<file path="config.mk">
export PLATFORM = sky130hd
export DESIGN_NAME = mem_loader
export DESIGN_NICKNAME = d
export VERILOG_FILES = /design/src/rtl/mem_loader.sv
export SDC_FILE = /design/constraint.sdc
export NUM_CORES = 1
export LEC_CHECK = 0
export ABC_AREA = 1
export BUFFER_PORTS_ARGS = -buffer_cell sky130_fd_sc_hd__buf_2
export CORE_UTILIZATION = 45
export DETAILED_ROUTE_END_ITERATION = 16
export PLACE_DENSITY = 0.69
export SETUP_SLACK_MARGIN = 0.2
export SLEW_MARGIN = 20
export SYNTH_ARGS = -nofsm -noshare
export SYNTH_HDL_FRONTEND = slang
export SYNTH_SLANG_ARGS = --single-unit
</file>
<file path="constraint.sdc">
create_clock -name clk -period 5 [get_ports clk]
set_input_delay 0.75 -clock clk [delete_from_list [all_inputs] [get_ports clk]]
set_output_delay 0.75 -clock clk [all_outputs]
set_load 0.05 [all_outputs]
</file>
<file path="src/rtl/mem_loader.sv">
// mem_loader: streams bytes from a valid/ready source into consecutive
// Memory_Unit locations starting at a programmable base address, holding the
// CPU off memory while it works and keeping a running modulo checksum.
// Optional feature macro: MEM_LOADER_VERIFY_EN adds a read-back pass that
// re-sums the loaded region and raises verify_err on a checksum mismatch.
module mem_loader #(
  parameter int WORD_SIZE = 8,
  parameter int MEM_SIZE  = 256
) (
  input  logic                 clk,
  input  logic                 rst,
  input  logic                 start,
  input  logic [WORD_SIZE-1:0] base_addr,
  input  logic [WORD_SIZE:0]   length,
  input  logic [WORD_SIZE-1:0] in_data,
  input  logic                 in_valid,
  output logic                 in_ready,
  output logic [WORD_SIZE-1:0] mem_address,
  output logic [WORD_SIZE-1:0] mem_data_in,
  output logic                 mem_write,
  input  logic [WORD_SIZE-1:0] mem_data_out,
  output logic                 cpu_hold,
  output logic                 busy,
  output logic                 done,
  output logic [WORD_SIZE-1:0] checksum,
  output logic                 verify_err
);

  typedef enum logic [2:0] {
    IDLE   = 3'd0,
    LOAD   = 3'd1,
    FLUSH  = 3'd2,
    VERIFY = 3'd3,
    DONE   = 3'd4
  } state_t;

  localparam logic [WORD_SIZE:0] ONE = 1;

  state_t               state;
  state_t               state_nxt;
  logic [WORD_SIZE-1:0] base;
  logic [WORD_SIZE:0]   len;
  logic [WORD_SIZE:0]   count;
  logic                 last_beat;

  // The counter is reused: beats accepted during LOAD, words read during VERIFY.
  assign last_beat = in_valid && ((count + ONE) == len);

  assign in_ready = (state == LOAD);
  assign busy     = (state == LOAD) || (state == FLUSH) || (state == VERIFY);
  assign cpu_hold = busy;
  assign done     = (state == DONE);

`ifdef MEM_LOADER_VERIFY_EN
  logic [WORD_SIZE-1:0] rb_sum;
  logic                 verify_err_r;
  assign verify_err = verify_err_r;
`else
  logic unused_rd;
  assign unused_rd  = ^mem_data_out;
  assign verify_err = 1'b0;
`endif

  // State register with synchronous active-low reset.
  always_ff @(posedge clk) begin
    if (!rst) state <= IDLE;
    else      state <= state_nxt;
  end

  // Next-state logic; start is only honoured while idle or done.
  always_comb begin
    state_nxt = state;
    case (state)
      IDLE, DONE: begin
        if (start) state_nxt = (length == '0) ? DONE : LOAD;
      end
      LOAD: begin
        if (last_beat) state_nxt = FLUSH;
      end
      FLUSH: begin
`ifdef MEM_LOADER_VERIFY_EN
        state_nxt = VERIFY;
`else
        state_nxt = DONE;
`endif
      end
      VERIFY: begin
`ifdef MEM_LOADER_VERIFY_EN
        if (count == len) state_nxt = DONE;
`else
        state_nxt = DONE;
`endif
      end
      default: state_nxt = IDLE;
    endcase
  end

  // Datapath: capture on start, register memory writes, accumulate checksums.
  always_ff @(posedge clk) begin
    if (!rst) begin
      base         <= '0;
      len          <= '0;
      count        <= '0;
      mem_address  <= '0;
      mem_data_in  <= '0;
      mem_write    <= 1'b0;
      checksum     <= '0;
`ifdef MEM_LOADER_VERIFY_EN
      rb_sum       <= '0;
      verify_err_r <= 1'b0;
`endif
    end else begin
      mem_write <= 1'b0;
      case (state)
        IDLE, DONE: begin
          if (start) begin
            base     <= base_addr;
            len      <= length;
            count    <= '0;
            checksum <= '0;
`ifdef MEM_LOADER_VERIFY_EN
            verify_err_r <= 1'b0;
`endif
          end
        end
        LOAD: begin
          if (in_valid) begin
            mem_address <= base + count[WORD_SIZE-1:0];
            mem_data_in <= in_data;
            mem_write   <= 1'b1;
            checksum    <= checksum + in_data;
            count       <= count + ONE;
          end
        end
`ifdef MEM_LOADER_VERIFY_EN
        FLUSH: begin
          // The final write lands at the end of this cycle; start reading at base.
          mem_address <= base;
          count       <= '0;
          rb_sum      <= '0;
        end
        VERIFY: begin
          if (count == len) begin
            verify_err_r <= (rb_sum != checksum);
          end else begin
            rb_sum      <= rb_sum + mem_data_out;
            mem_address <= base + count[WORD_SIZE-1:0] + 1'b1;
            count       <= count + ONE;
          end
        end
`endif
        default: begin
        end
      endcase
    end
  end

endmodule

</file>
# --- After elaboration in Yosys (flattened, before gate mapping) ---
# Cells that the tools add are included.
# W data, S select, Z words.
op_classes:
  addsub: 3
  n_eq_ne: 8
  mux: 11
  reduce_logical: 13
ops:
  columns: ["operator", "count"]
  rows:
  - ["$mux W9", 2]
  - ["$pmux W9 S2", 1]
  - ["$add A8 B8 Y8", 2]
  - ["$mux W8", 2]
  - ["$pmux W8 S2", 1]
  - ["$add A9 B1 Y9 const B", 1]
  - ["$eq A9 B9 Y1", 1]
  - ["$logic_not A9 Y1", 1]
  - ["$mux W3", 3]
  - ["$pmux W3 S3", 1]
  - ["$reduce_and A2 Y1", 4]
  - ["$eq A3 B2 Y1 const B", 2]
  - ["$ne A2 B2 Y1 const B", 2]
  - ["$reduce_or A2 Y1", 2]
  - ["$eq A3 B1 Y1 const B", 1]
  - ["$eq A3 B3 Y1 const B", 1]
  - ["$logic_not A3 Y1", 1]
  - ["$reduce_and A3 Y1", 1]
  - ["$logic_or A1 B1 Y1", 2]
  - ["$ne A2 B1 Y1 const B", 1]
  - ["$reduce_bool A2 Y1", 1]
  - ["$logic_and A1 B1 Y1", 1]
  - ["$mux W1", 1]
word_totals:
  reg_bits: 54
  out_inout_bits: 30
  word_cells: 43

# --- Depth between registers and ports, before layout ---
# Gate-level depths: netlist (run 1).
depth:
  word_depth: 5
  mapped_depth: 13
  mapped_depth_nobuf: 13

# --- Worst setup path before layout (run 1) ---
# No wires, ideal clock.
synth_path:
  path_type: "reg2out"
  startpoint: "reg state[1]"
  endpoint: "out cpu_hold"
  arrival_ps: 1461
  slack_ps: 2789
  stages_incl_launch_ff: 4
  path_cell_list: "dfxtp_1 nor2_1 nor2_1 buf_4"
synth_via:
  elab_chain_len: 3
synth_lines:
  columns: ["element", "line", "text"]
  rows:
  - ["start: declaration", "39", "state_t state;"]
  - ["start signal: assignment", "67", "else state <= state_nxt;"]
  - ["$eq A3 B1 Y1 or $eq A3 B2 Y1 (tied branches)", "50", "assign busy = (state == LOAD) || (state == FLUSH) || (state == VERIFY);"]
  - ["$logic_or A1 B1 Y1", "50", null]
  - ["$logic_or A1 B1 Y1 *", "50", null]
  - ["end: declaration", "22", "output logic cpu_hold,"]
# Mark *: on every way between the ends. The rest lies on a longest branch, timed or not.

# --- Final worst setup path (run 1) ---
layout_path:
  startpoint: "in in_data[0]"
  endpoint: "reg checksum[6]"
layout_via:
  elab_chain_len: 3
layout_lines:
  columns: ["element", "line", "text"]
  rows:
  - ["start: declaration", "15", "input logic [WORD_SIZE-1:0] in_data,"]
  - ["$add A8 B8 Y8", "131", "checksum <= checksum + in_data;"]
  - ["$mux W8", "127", "if (in_valid) begin"]
  - ["$pmux W8 S2", "114", "case (state)"]
  - ["end signal: assignment", "131", null]
  - ["end: declaration", "25", "output logic [WORD_SIZE-1:0] checksum,"]
# No other way between the ends. The select of a mux whose other input is x is not followed.
# A chain may end at the register's enable or synchronous reset.

==> impl_metrics.tcl, run 1 <==
set metrics [dict create \
    status "finished, final reports clean" \
    core-area_um2 6030 \
    slew_viol_final 0 \
    cellPowerDensity_nw_per_um2 286 \
    max_stage_delay_ns 0.41 \
    cts_sinks 54 \
    synth.yosys.seq_area_share 0.376 \
    hold_violations 0 \
    r2r_start "state[2]" \
    yosysTopAreaCellShare 0.376 \
    core.rowCount 28 \
    crit_required_ns 5.24 \
    startpoint "in_data[0]" \
    routed_wl_um 6380 \
    netlist_top_cells_count "76 x nand2_1, 59 x nor2_1, 54 x dfxtp_1, 43 x a21oi_1, 40 x inv_1" \
    cp-end-kind "register" \
    maxSlewHeadroom 0.463 \
    vdd_drop_max_mv 0.143 \
    syn2layout_area_growth_pct 14.8 \
    ys_warn_count 0 \
    cp_common_cell "nand2_1" \
    initial_core_util 0.477 \
    synth_area_leaders "dfxtp_1 38%, nand2_1 9.9%, nor2_1 7.7%" \
    grt_max_degree 36 \
    die_height_um 82.0 \
    synth_cell_types 31 \
    gp_congestion 0.836 \
    cts_resized 0 \
    drtPass1Iterations 4 \
    arrival_ns 2.43 \
    drt_iter0_drc 116 \
    ant_nets 0 \
    tns_ns 0 \
    hold_class "register to register" \
    power_uw 944 \
    clock.fmax_ghz 0.456 \
    ys_seq_elements 54 \
    synth.most_common_cell "nand2_1" \
    path_clk_slew_ns 0.09 \
    clk_latency_ns 0.31 \
    grt-ovfl-total 0 \
    drc 0 \
    synth_top_cell_by_area "dfxtp_1" \
    hold_buffers 0 \
    grt_pass1_vias 2499 \
    clockRootBuffer "clkbuf_8" \
    via_per_inst 5.06 \
    reg2reg_to "checksum[3]" \
    antenna_found_initial 0 \
    die_x_um 82.0 \
    synth_edf_count 0 \
    avgSynthCellArea_um2 7.07 \
    wl_per_cell_um 12.0 \
    finalSetupViolCount 0 \
    n_antenna_cell 0 \
    die_area_um2 6720 \
    pin_count 67 \
    port_buffers 57 \
    worst-path-max-fanout 2 \
    holdWs_ns 0.479 \
    instances_no_fill 532 \
    cp_slowest_cell "fa_1" \
    fin_crit_sh 0.439 \
    start_kind "input port" \
    rsz0062_at_grt "false" \
    critPathKind "input port to register" \
    fin_skew_ns 0.00397 \
    netlist_area_um2 2880 \
    num_vias 2694 \
    max_cap_viol_count 0 \
    post-route-util 0.548 \
    async_flop_share 0 \
    cts_max_level 2 \
    reg2reg_slack_ns 2.88 \
    syn_nets 461 \
    drive_above_1_share 0.186 \
    grt_pass1_wl_um 10800 \
    cts_setup_buffers 0 \
    worst_pin_slew_ns 0.803 \
    power.leakage_uw 0.00157 \
    cts_buffer_depth 2 \
    timing.final.crit_period_ns 2.19 \
    syn-instance-count 407 \
    dpl.hpwl_um 4570 \
    worstHoldStart "len[4]" \
    dp.cells 525 \
    track_usage 0.209 \
    hold_end "len[4]" \
    synth_flop_cell "dfxtp_1" \
    whs_path_depth 2 \
    path_cells "buf_2 > ha_1 > fa_1 > nand3_1 > nand2_1 > nand2_1 > nand2_1 > a21oi_1 > o21ai_0 > a21o_1 > a21oi_1" \
    numCtsBuffers 5 \
    tritoncts "built" \
    finalNetCount 511 \
    r2r_cells 7 \
]
[kinds of logic after synthesis]
kind of cell	Yosys count	synth area share
AND/OR/NAND/NOR	179	0.275
AO/OA/AOI/OAI	90	0.164
buffers and inverters	58	0.0800
flip-flops	54	0.376
adder cells (fa/ha/maj)	17	0.0792
XOR/XNOR	8	0.0244
other	1	0.00130
[power by group]
part | switching (µW) | leakage (µW) | internal [µW]
combinational | 133 | 0.00107 | 52.9
sequential | 13.7 | 0.000442 | 455
clock | 143 | 0.0000542 | 147
[critical path: cells and delay by family]
family	cells	cell delay (ns)
AOI/OAI and AO/OA	4	0.62
adders and majority gates	2	0.63
buffers and inverters	1	0.11
and+or+nand+nor	4	0.32
[how the worst max path moves through the flow]
stage,endpoint,slack (ns),cells after the start
after floorplan,cpu_hold,2.79,3
after global placement,checksum[6],2.60,11
final,checksum[6],2.81,11
after detailed placement,checksum[6],2.54,11
after global routing,checksum[3],2.55,8
after CTS,checksum[3],2.85,7
[cells in the final DEF, fill, tap and decap left out, types with 4 or more instances in the layout]
cell / synthesis / layout
dfxtp_1: 54 / 54
nand2_2: 4 / 4
o21ai_0: 34 / 34
clkbuf_8: 0 / 5
inv_1: 40 / 40
nor2_1: 59 / 59
buf_2: 4 / 57
o21ai_1: 5 / 5
nand3_1: 21 / 21
ha_1: 15 / 15
a21oi_1: 43 / 43
nor2_2: 5 / 5
nand2_1: 76 / 76
xor2_1: 7 / 7
[per-layer routing]
layer	track usage	vias up	share of wire
met4	0.0614	0	0.013
met3	0.0489	7	0.055
met5	0	-	0
met2	0.369	64	0.47
met1	0.250	1202	0.46
li1	-	1421	-
[state kept, by name (all words and copies together), names as in the netlist]
name / flops
base: 8
checksum: 8
count: 9
len: 9
mem_address: 8
mem_data_in: 8
mem_write: 1
state: 3
[stage by stage]
step                      cell area (µm²)  worst slack, ns
after floorplan                      2880             2.79
after global placement               3190             2.60
after detailed placement             3190             2.54
after CTS                            3300             2.85
after global routing                 3300             2.55
final                                3300             2.81
[layout make-up]
type	count	area, µm²
inverters	43	161
clock inverters	2	38.8
flip-flops and latches	54	1080
multi-input cells	295	1570
fillers	617	2720
well taps	75	93.8
repair buffers	58	293
clock buffers	5	68.8
Note: power is estimated with default switching activity, not from simulation.
==> run 2, diff against run 1 <==
--- a/config.mk
+++ b/config.mk
@@ -5,11 +5,11 @@
 export SDC_FILE = /design/constraint.sdc
 export NUM_CORES = 1
 export LEC_CHECK = 0
-export ABC_AREA = 1
+export ABC_AREA = 0
 export BUFFER_PORTS_ARGS = -buffer_cell sky130_fd_sc_hd__buf_2
 export CORE_UTILIZATION = 45
 export DETAILED_ROUTE_END_ITERATION = 16
-export PLACE_DENSITY = 0.69
+export PLACE_DENSITY = 0.68
 export SETUP_SLACK_MARGIN = 0.2
 export SLEW_MARGIN = 20
 export SYNTH_ARGS = -nofsm -noshare
==> constraint.sdc (replaced) <==
create_clock -name clk -period 2.05 [get_ports clk]
set_input_delay 0.3075 -clock clk [delete_from_list [all_inputs] [get_ports clk]]
set_output_delay 0.3075 -clock clk [all_outputs]
set_load 0.05 [all_outputs]
==> run 2 against run 1 <==
  * Sequential share of layout area shrank 2.4 points
  * First-iteration DRC count grew 2.6%
  * Critical path type is now register to register
  * Via count increased by 4.7%
  * Critical endpoint is now mem_address[6]
  * Non-clock buffer count rose by 17
==> impl_metrics.tcl, run 2 <==
set metrics [dict create \
    slew_viol_final 0 \
    start_kind "register" \
    drive_above_1_share 0.278 \
    synth_area_leaders "dfxtp_1 37%, nand2_1 9.7%, a21oi_1 8.7%" \
    power.leakage_uw 0.00152 \
    core.rowCount 29 \
    vdd_drop_max_mv 0.473 \
    netlist_top_cells_count "76 x nand2_1, 54 x dfxtp_1, 51 x a21oi_1, 25 x nor2_1, 16 x nand3_1" \
    synth_top_family_by_area "simple AND/OR/NAND/NOR gates" \
    antenna_found_initial 0 \
    drc 0 \
    synth_compound_area_frac 0.192 \
    track_usage 0.202 \
    pin_count 67 \
    via_per_inst 5.47 \
    yosysTopAreaCellShare 0.367 \
    grt_pass1_wl_um 11500 \
    syn-instance-count 376 \
    cp_slowest_cell "dfxtp_4" \
    cellPowerDensity_nw_per_um2 643 \
    synth_fa_ha_area_frac 0.0773 \
    path_clk_slew_ns 0.11 \
    clock.fmax_ghz 0.511 \
    p_int_uw 1550 \
    avgSynthCellArea_um2 7.83 \
    n_antenna_cell 0 \
    hold_violations 0 \
    path_cells "ha_4 > inv_1 > fa_2 > nor2b_1 > o21ai_1 > a21boi_2 > o21ai_2 > nor3b_1 > a311o_1" \
    synth.yosys.seq_area_share 0.367 \
    synth_cell_types 57 \
    ys_seq_elements 54 \
    grt-ovfl-total 0 \
    switching_share 0.336 \
    post-route-util 0.572 \
    synth_edf_count 0 \
    cts_sinks 54 \
    gp_congestion 0.821 \
    fill_cells 614 \
    async_flop_share 0 \
    fin_crit_sh 0.954 \
    numCtsBuffers 5 \
    syn_nets 430 \
    crit_required_ns 2.27 \
    synth.most_common_cell "nand2_1" \
    drtPass1Iterations 4 \
    clk_latency_ns 0.32 \
    fin_skew_ns 0.0195 \
    finalNetCount 492 \
    hold_class "input port to register" \
    power_switching_uw 785 \
    worst-path-max-fanout 2 \
    cts_max_level 2 \
    largestRegisters "count: 9 flops, len: 9 flops" \
    finalSetupViolCount 0 \
    combPwrFrac 0.253 \
    synth-xor-area-share 0.0535 \
    worst_pin_slew_ns 0.522 \
    place_area_um2 3380 \
    die_x_um 82.9 \
    crit_family "compound AO/OA/AOI/OAI gates" \
    max_stage_delay_ns 0.38 \
    worst-path-buf-inv 1 \
    num_vias 2820 \
    grt_max_degree 28 \
    critPathKind "register to register" \
    initial_core_util 0.464 \
    synth.area.mux_share 0 \
    ys_warn_count 0 \
    routed_wl_um 6870 \
    netlist_area_um2 2940 \
    final_common_cell "nand2_1" \
    clockPowerShare 0.256 \
    clockRootBuffer "clkbuf_8" \
    yosys.area_share.simple 0.258 \
    synth_top_cell_by_area "dfxtp_1" \
    arrival_ns 2.18 \
    sequentialPowerShare 0.491 \
    synth_flop_cell "dfxtp_1" \
    design_area_um2 3630 \
    wl_per_cell_um 13.3 \
    max_cap_viol_count 0 \
    port_buffers 57 \
    die_area_um2 6870 \
    status "finished, final reports clean" \
    final_cell_mix "75 x nand2_1, 57 x buf_2, 46 x a21oi_1" \
    tritoncts "built" \
    die_height_um 82.9 \
    rsz0062_at_grt "true" \
    drt_iter0_drc 119 \
    syn2layout_area_growth_pct 23.5 \
    core-area_um2 6350 \
    maxSlewHeadroom 0.649 \
    ant_nets 0 \
    dpl.hpwl_um 5060 \
    timing.final.crit_period_ns 1.96 \
    grt_pass1_vias 2600 \
    cp-end-kind "register" \
    cts_buffer_depth 2 \
]
run 2: cell count changes in the layout (fill, tap and decap cells not counted), sizes merged, moves of 5 or more:
cell   previous run  this run
a21oi            45        51
xnor2             1        15
nor2             67        25
inv              43        12
o21ai            39        15
buf              58        75
and2              0         8
and3              0         5
nand3            23        16
run 2: worst paths after layout:
check,start,end,slack (ns),cells past startpoint
min reg2reg,mem_address[3],mem_address[3],0.46,2
min,in_data[3],mem_data_in[3],0.22,3
max,count[0],mem_address[6],0.09,9
max reg2reg,count[0],mem_address[6],0.09,9
run 2: cell type report:
type | instances | area (µm²) | area share
Clock buffer | 7 | 76.3 | 0.0210
Inverter | 12 | 45.0 | 0.0124
Sequential cell | 54 | 1100 | 0.303
Timing Repair Buffer | 75 | 445 | 0.123
Multi-Input combinational cell | 290 | 1860 | 0.512
Tap cell | 77 | 96.3 | 0.0265
Clock inverter | 1 | 7.51 | 0.00207
run 2: what timing repair did:
| action | in CTS | in global routing |
|---|---|---|
| endpoints found under the setup margin | 6 | 13 |
| pin swaps | 11 | 9 |
| hold buffers | 0 | 0 |
| gates resized for setup | 9 | 18 |
| setup buffers | 5 | 1 |
run 2: cell families after synthesis:
kind of cell | count (synthesis)
AO/OA/AOI/OAI | 93
XOR/XNOR | 18
adder cells (fa/ha/maj) | 17
buffers and inverters | 32
flip-flops | 54
other | 1
AND/OR/NAND/NOR | 161
run 2: routing by layer:
layer | vias up | share of wire | GRT usage | wire length (µm)
met4 | 0 | 0.011 | 0.0533 | 73
met2 | 54 | 0.50 | 0.361 | 3420
met3 | 7 | 0.034 | 0.0358 | 235
li1 | 1434 | - | - | -
met5 | - | 0 | 0 | 0
met1 | 1325 | 0.46 | 0.249 | 3140
run 2: per-stage QoR:
| step | setup TNS, ns | power, µW | hold WS, ns | instances | worst slack [ns] |
|---|---|---|---|---|---|
| 6_report | 0 | 2340 | 0.225 | 516 | 0.0935 |
| 5_1_grt | -0.00633 | 2460 | 0.231 | 516 | -0.00547 |
| 4_1_cts | 0 | 2330 | 0.219 | 515 | 0.0668 |
| 3_5_place_dp | 0 | 1740 | 0.443 | 502 | 0.0194 |
| 3_3_place_gp | 0 | 1720 | 0.436 | 502 | 0.0796 |
| 2_1_floorplan | 0 | 1590 | 0.441 | 376 | 0.187 |
run 2: worst min-delay path: cells and delay by family:
kind / cells / cell delay (ns)
buffers and inverters: 1 / 0.11
AND/OR/NAND/NOR: 1 / 0.05
AO/OA/AOI/OAI: 1 / 0.05
run 2: power groups by stage:
stage               Sequential [µW]  Clock [µW]  Combinational, µW
floorplan                      1250           0                337
global placement               1170           0                553
detailed placement             1170           0                562
CTS                            1150         605                578
global route                   1160         649                652
finish                         1150         598                592
